## config.mk

```make
export PLATFORM = sky130hd
export DESIGN_NAME = fetch_pc_sequencer
export DESIGN_NICKNAME = d
export VERILOG_FILES = /design/src/rtl/fetch_pc_sequencer_pkg.sv /design/src/rtl/fetch_pc_select.sv /design/src/rtl/fetch_pc_sequencer.sv
export SDC_FILE = /design/constraint.sdc
export NUM_CORES = 1
export LEC_CHECK = 0
export ABC_AREA = 1
export BUFFER_PORTS_ARGS = -buffer_cell sky130_fd_sc_hd__buf_4
export CORE_MARGIN = 8
export CORE_UTILIZATION = 50
export CTS_BUF_LIST = sky130_fd_sc_hd__clkbuf_8
export DETAILED_ROUTE_END_ITERATION = 8
export GPL_TIMING_DRIVEN = 0
export PLACE_DENSITY = 0.89
export SYNTH_ARGS = -nofsm -noshare
export SYNTH_HDL_FRONTEND = slang
export SYNTH_SLANG_ARGS = --single-unit
```

## constraint.sdc

```tcl
create_clock -name clk -period 1.78 [get_ports clk]
set_input_delay 0.089 -clock clk [delete_from_list [all_inputs] [get_ports clk]]
set_output_delay 0.089 -clock clk [all_outputs]
set_load 0.1 [all_outputs]
```

## src/rtl/fetch_pc_sequencer_pkg.sv

```systemverilog
// Shared types for the fetch PC sequencer.
//   BasicTypes     : address width and the PC type.
//   FetchUnitTypes : instruction width and the sequencer state encoding.
package BasicTypes;
    localparam int ADDR_WIDTH = 32;
    typedef logic [ADDR_WIDTH-1:0] PC;
endpackage

package FetchUnitTypes;
    localparam int INSN_WIDTH = 32;

    typedef enum logic [1:0] {
        IDLE,   // single cycle after reset
        REQ,    // instruction-memory request presented
        WAIT,   // one request outstanding
        HOLD    // instruction held for decode
    } PcSeqState;
endpackage

```

## src/rtl/fetch_pc_select.sv

```systemverilog
// Next-PC selection for the fetch sequencer (purely combinational).
// Ports:
//   i_pc             current fetch PC
//   i_grant          an IMEM request is accepted this cycle
//   i_redirect_valid backend redirect this cycle
//   i_redirect_pc    redirect target
//   i_btb_hit        BTB hit for i_pc
//   i_btb_pc         BTB predicted target
//   o_load           the PC register loads o_next_pc this cycle
//   o_next_pc        selected next PC: redirect > BTB > pc+4
module fetch_pc_select
    import BasicTypes::*;
(
    input  PC    i_pc,
    input  logic i_grant,
    input  logic i_redirect_valid,
    input  PC    i_redirect_pc,
    input  logic i_btb_hit,
    input  PC    i_btb_pc,
    output logic o_load,
    output PC    o_next_pc
);

    // NOTE: every output gets a default at the top of always_comb, so no
    // path through the block can leave a value unassigned (no latch).
    always_comb begin
        o_load    = i_redirect_valid | i_grant;
        o_next_pc = i_pc + PC'(4);  // wraps modulo 2^ADDR_WIDTH
        if (i_redirect_valid) begin
            o_next_pc = i_redirect_pc;
        end else if (i_btb_hit) begin
            o_next_pc = i_btb_pc;
        end
    end

endmodule

```

## src/rtl/fetch_pc_sequencer.sv

```systemverilog
// Fetch PC sequencer: owns the fetch PC, issues one IMEM request at a time,
// holds each fetched instruction for decode, and drops responses made stale
// by a backend redirect.
// Ports:
//   clk, rstN                       clock, async active-low reset
//   redirectValid, redirectPc       backend redirect (highest priority)
//   btbHit, btbPredictedPc          combinational BTB lookup on imemAddr
//   imemReq, imemAddr, imemGnt      IMEM request channel
//   imemRspValid, imemRspData       IMEM response channel
//   fetchValid, fetchPc, fetchInsn,
//   fetchPredPc, fetchReady         decode handshake
module fetch_pc_sequencer
    import BasicTypes::*;
    import FetchUnitTypes::*;
#(
    parameter PC RESET_PC = 32'h0000_0000
)(
    input  logic                  clk,
    input  logic                  rstN,
    input  logic                  redirectValid,
    input  PC                     redirectPc,
    input  logic                  btbHit,
    input  PC                     btbPredictedPc,
    output logic                  imemReq,
    output PC                     imemAddr,
    input  logic                  imemGnt,
    input  logic                  imemRspValid,
    input  logic [INSN_WIDTH-1:0] imemRspData,
    output logic                  fetchValid,
    output PC                     fetchPc,
    output logic [INSN_WIDTH-1:0] fetchInsn,
    output PC                     fetchPredPc,
    input  logic                  fetchReady
);

    PcSeqState             r_state;
    PcSeqState             w_next_state;
    logic                  r_stale;
    logic                  w_next_stale;
    PC                     r_pc;
    PC                     r_fetch_pc;
    PC                     r_fetch_pred_pc;
    logic [INSN_WIDTH-1:0] r_fetch_insn;
    logic                  w_grant;
    logic                  w_rsp_accept;
    logic                  w_pc_load;
    PC                     w_next_pc;

    // The grant gates the BTB/pc+4 update; a redirect loads the PC in any state.
    assign w_grant = (r_state == REQ) && imemGnt;

    fetch_pc_select u_pc_select (
        .i_pc             (r_pc),
        .i_grant          (w_grant),
        .i_redirect_valid (redirectValid),
        .i_redirect_pc    (redirectPc),
        .i_btb_hit        (btbHit),
        .i_btb_pc         (btbPredictedPc),
        .o_load           (w_pc_load),
        .o_next_pc        (w_next_pc)
    );

    always_comb begin
        w_next_state = r_state;
        w_next_stale = r_stale;
        w_rsp_accept = 1'b0;
        case (r_state)
            IDLE: w_next_state = REQ;
            REQ: begin
                if (imemGnt) begin
                    w_next_state = WAIT;
                    // A redirect in the grant cycle orphans the accepted request.
                    if (redirectValid) w_next_stale = 1'b1;
                end
            end
            WAIT: begin
                if (imemRspValid) begin
                    w_next_stale = 1'b0;
                    if (r_stale || redirectValid) begin
                        w_next_state = REQ;    // drop the response
                    end else begin
                        w_next_state = HOLD;
                        w_rsp_accept = 1'b1;
                    end
                end else if (redirectValid) begin
                    w_next_stale = 1'b1;
                end
            end
            HOLD: begin
                // A redirect kills the held instruction whatever fetchReady says.
                if (redirectValid || fetchReady) w_next_state = REQ;
            end
            default: w_next_state = IDLE;
        endcase
    end

    // NOTE: state is updated with non-blocking assignments so every register
    // samples the pre-edge values, independent of statement order.
    always_ff @(posedge clk or negedge rstN) begin
        if (!rstN) begin
            r_state         <= IDLE;
            r_stale         <= 1'b0;
            r_pc            <= RESET_PC;
            r_fetch_pc      <= RESET_PC;
            r_fetch_pred_pc <= RESET_PC;
            r_fetch_insn    <= '0;
        end else begin
            r_state <= w_next_state;
            r_stale <= w_next_stale;
            if (w_pc_load) r_pc <= w_next_pc;
            if (w_grant) begin
                r_fetch_pc      <= r_pc;
                r_fetch_pred_pc <= w_next_pc;
            end
            if (w_rsp_accept) r_fetch_insn <= imemRspData;
        end
    end

    // Pure decodes of registered state: no combinational path from inputs.
    assign imemReq     = (r_state == REQ);
    assign fetchValid  = (r_state == HOLD);
    assign imemAddr    = r_pc;
    assign fetchPc     = r_fetch_pc;
    assign fetchPredPc = r_fetch_pred_pc;
    assign fetchInsn   = r_fetch_insn;

endmodule

```

==> impl_metrics.json <==
{
  "grt.total_usage_pct": 28.9,
  "max_stage_delay_ns": 0.43,
  "ys_ff_latch": 131,
  "top_layer": "met4",
  "worstRegToRegCells": 11,
  "clkLatencyLatePin_ns": 0.46,
  "fin_skew_ns": 0.0129,
  "netlist.area_leader.share_pct": 51.2,
  "layout-drive-gt1-share_pct": 35.6,
  "hold_ws_ns": 0.0171,
  "clk_path_buf_depth": 2,
  "cp-startpoint": "imemAddr[16]",
  "fp.dieArea_um2": 16700,
  "wl_met2_um": 11200,
  "cts_tree": "built",
  "worstPathMaxFanout": 5,
  "synthToLayoutAreaGrowth_pct": 52.9,
  "critPathKind": "reg2reg",
  "h-tree-depth": 4,
  "first_iter_violations": 718,
  "clockRootBuffer": "clkbuf_8",
  "hold_viol_final": 0,
  "cts_sinks": 131,
  "postSynthCellCount": 793,
  "synth_warnings": 0,
  "place.gp.congestion": 0.952,
  "grt_start_max_net_pins": 87,
  "io_pins": 233,
  "antenna_found_initial": 0,
  "path_clk_slew_ns": 0.08,
  "slew_headroom_pct": 59.2,
  "min-delay-start": "redirectPc[2]",
  "port_buffers": 232,
  "reg2reg_slack_ns": 0.001,
  "wl_met3_um": 3200,
  "fp-row-count": 41,
  "gr-total-overflow": 0,
  "synthesis.nets": 901,
  "min_path_type": "in2reg",
  "end_kind": "flip-flop",
  "core_area_um2": 12600,
  "fin_nets": 1237,
  "period_minus_slack_ns": 1.78,
  "final_cells": 1314,
  "drt_first_pass_iters": 8,
  "hold_depth": 3,
  "synth_edf_count": 0,
  "r2r_end": "fetchPredPc[31]",
  "drcViolationCount": 0,
  "met1_length_um": 8590,
  "wl_per_cell_um": 18.4,
  "async_reset_ff_share_pct": 100,
  "synth-seq-area-share_pct": 51.2,
  "antenna_left": 0,
  "regArea_um2": 3320,
  "fmax_mhz": 562,
  "drt_wl_total_um": 24200,
  "dp.cells": 1198,
  "worstPathCellList": "nand2_1 > nor2_4 > nand2_1 > nor2_1 > nand2_1 > nand2_1 > nand3_1 > nand2_1 > nand2_1 > nand2_1 > nand2_1",
  "synth.distinct_cells": 27,
  "multi_input_area_um2": 2910,
  "die_y_um": 129,
  "r2r_start": "imemAddr[16]",
  "synth_top_cell_by_area": "dfrtp_1",
  "finalInstanceArea_um2": 9800,
  "worstSetupStartpointType": "flip-flop",
  "ys.flop_type": "dfrtp_1",
  "synth.area.top_cells": "dfrtp_1 (51%), nand2_1 (19%), mux2_2 (5.8%)",
  "grt_pass1_vias": 7219,
  "cp.arrival_ns": 2.13,
  "syn_avg_cell_area_um2": 8.08,
  "max_slew.worst_pin.slew_ns": 0.612,
  "netlist_area_um2": 6410,
  "place_area_um2": 8470,
  "crit_path_top_delay_cell": "dfrtp_2",
  "vias": 7000,
  "antennaDiodeCount": 0,
  "drv_cap": 0,
  "start_util_pct": 51.0,
  "dp_hpwl_um": 17000,
  "fin_crit_sh_pct": 99.9,
  "cts_buffers": 17,
  "drv_slew": 0,
  "nFillCells": 846,
  "outcome": "completed",
  "grt_pass1_wl_um": 37100,
  "critPathMostFrequentCell": "nand2_1",
  "vias_per_cell": 5.33,
  "setup_violations": 0,
  "whs_endpoint": "fetchPredPc[2]",
  "cp.required_ns": 2.13,
  "rsz0062_at_grt": "true",
  "die_width_um": 129
}
## state kept, by name (all words and copies together), names as in the netlist
register     cells
r_stale          1
fetchInsn       32
fetchPc         32
imemAddr        32
r_state          2
fetchPredPc     32
## layout make-up
class | instances | share of cell area [%]
Clock inverter | 12 | 1.89
Multi-Input combinational cell | 593 | 29.7
Inverter | 34 | 1.33
Tap cell | 172 | 2.20
Buffer | 35 | 1.97
Clock buffer | 20 | 2.81
Sequential cell | 131 | 33.9
Timing Repair Buffer | 317 | 26.2
## critical path: cells and delay by family (launching register included)
family,cells,cell delay (ns)
flops,1,0.43
simple gates,11,1.25
## cell usage in the layout (no fill, tap or decap), drive strengths merged
| cell | count |
|---|---|
| a21oi | 25 |
| a22oi | 1 |
| and2 | 1 |
| buf | 268 |
| bufinv | 5 |
| clkbuf | 37 |
| clkinv | 5 |
| clkinvlp | 1 |
| dfrtp | 131 |
| dlygate4sd3 | 67 |
| ha | 5 |
| inv | 35 |
| mux2 | 33 |
| nand2 | 324 |
| nand3 | 46 |
| nor2 | 74 |
| o211ai | 2 |
| o21ai | 67 |
| o31ai | 1 |
| or2 | 8 |
| xnor2 | 1 |
| xor2 | 5 |
## per-stage QoR
step                utilization [%]  setup TNS, ns  worst slack (ns)
detailed placement             67.4         -23.71            -0.403
finish                         77.9              0           0.00142
floorplan                         -              0         0.0000808
CTS                            76.7              0            0.0187
global placement               67.1         -18.36            -0.377
global route                   77.9         -0.271            -0.101
## layer usage
metal,up-vias,track usage [%]
met5,-,0
met3,114,12.0
met4,0,15.3
met1,3224,31.6
met2,462,47.3
li1,3200,-
## how the worst max path moves through the flow
| stage | end | slack (ns) |
|---|---|---|
| 2_1_floorplan | imemAddr[31] | 0.00008 |
| 3_3_place_gp | fetchPc[26] | -0.38 |
| 3_5_place_dp | fetchPc[5] | -0.40 |
| 4_1_cts | fetchInsn[6] | 0.02 |
| 5_1_grt | fetchPredPc[31] | -0.10 |
| 6_report | fetchPredPc[31] | 0.001 |
## cells in the mapped netlist (5+ instances only)
cell / n
or2_2: 8
o21ai_0: 61
nand3_1: 46
xor2_1: 5
mux2_2: 33
nand2_1: 320
nor2_1: 62
nor2_4: 6
dfrtp_1: 131
o21ai_1: 6
clkbuf_1: 16
nor2_2: 6
a21oi_1: 25
buf_2: 15
inv_1: 32
ha_1: 5
## what timing repair did
item	in CTS	in global routing
setup endpoints to repair	124	66
endpoints found under the hold margin	134	0
gates cloned	0	0
hold buffers	67	0
gates resized for setup	17	13
pin swaps	1	2
buffers inserted	1	16
## logic make-up after synthesis
family,count (synthesis),synth area share [%]
AND/OR/NAND/NOR,453,29.0
flip-flops,131,51.2
AO/OA/AOI/OAI,96,7.65
buffers and inverters,69,4.57
multiplexers,33,5.80
XOR/XNOR,6,0.820
adder cells (fa/ha/maj),5,0.976
Power is not shown: default switching activity piles up to over one toggle a cycle in this logic, so the estimate is an artifact.
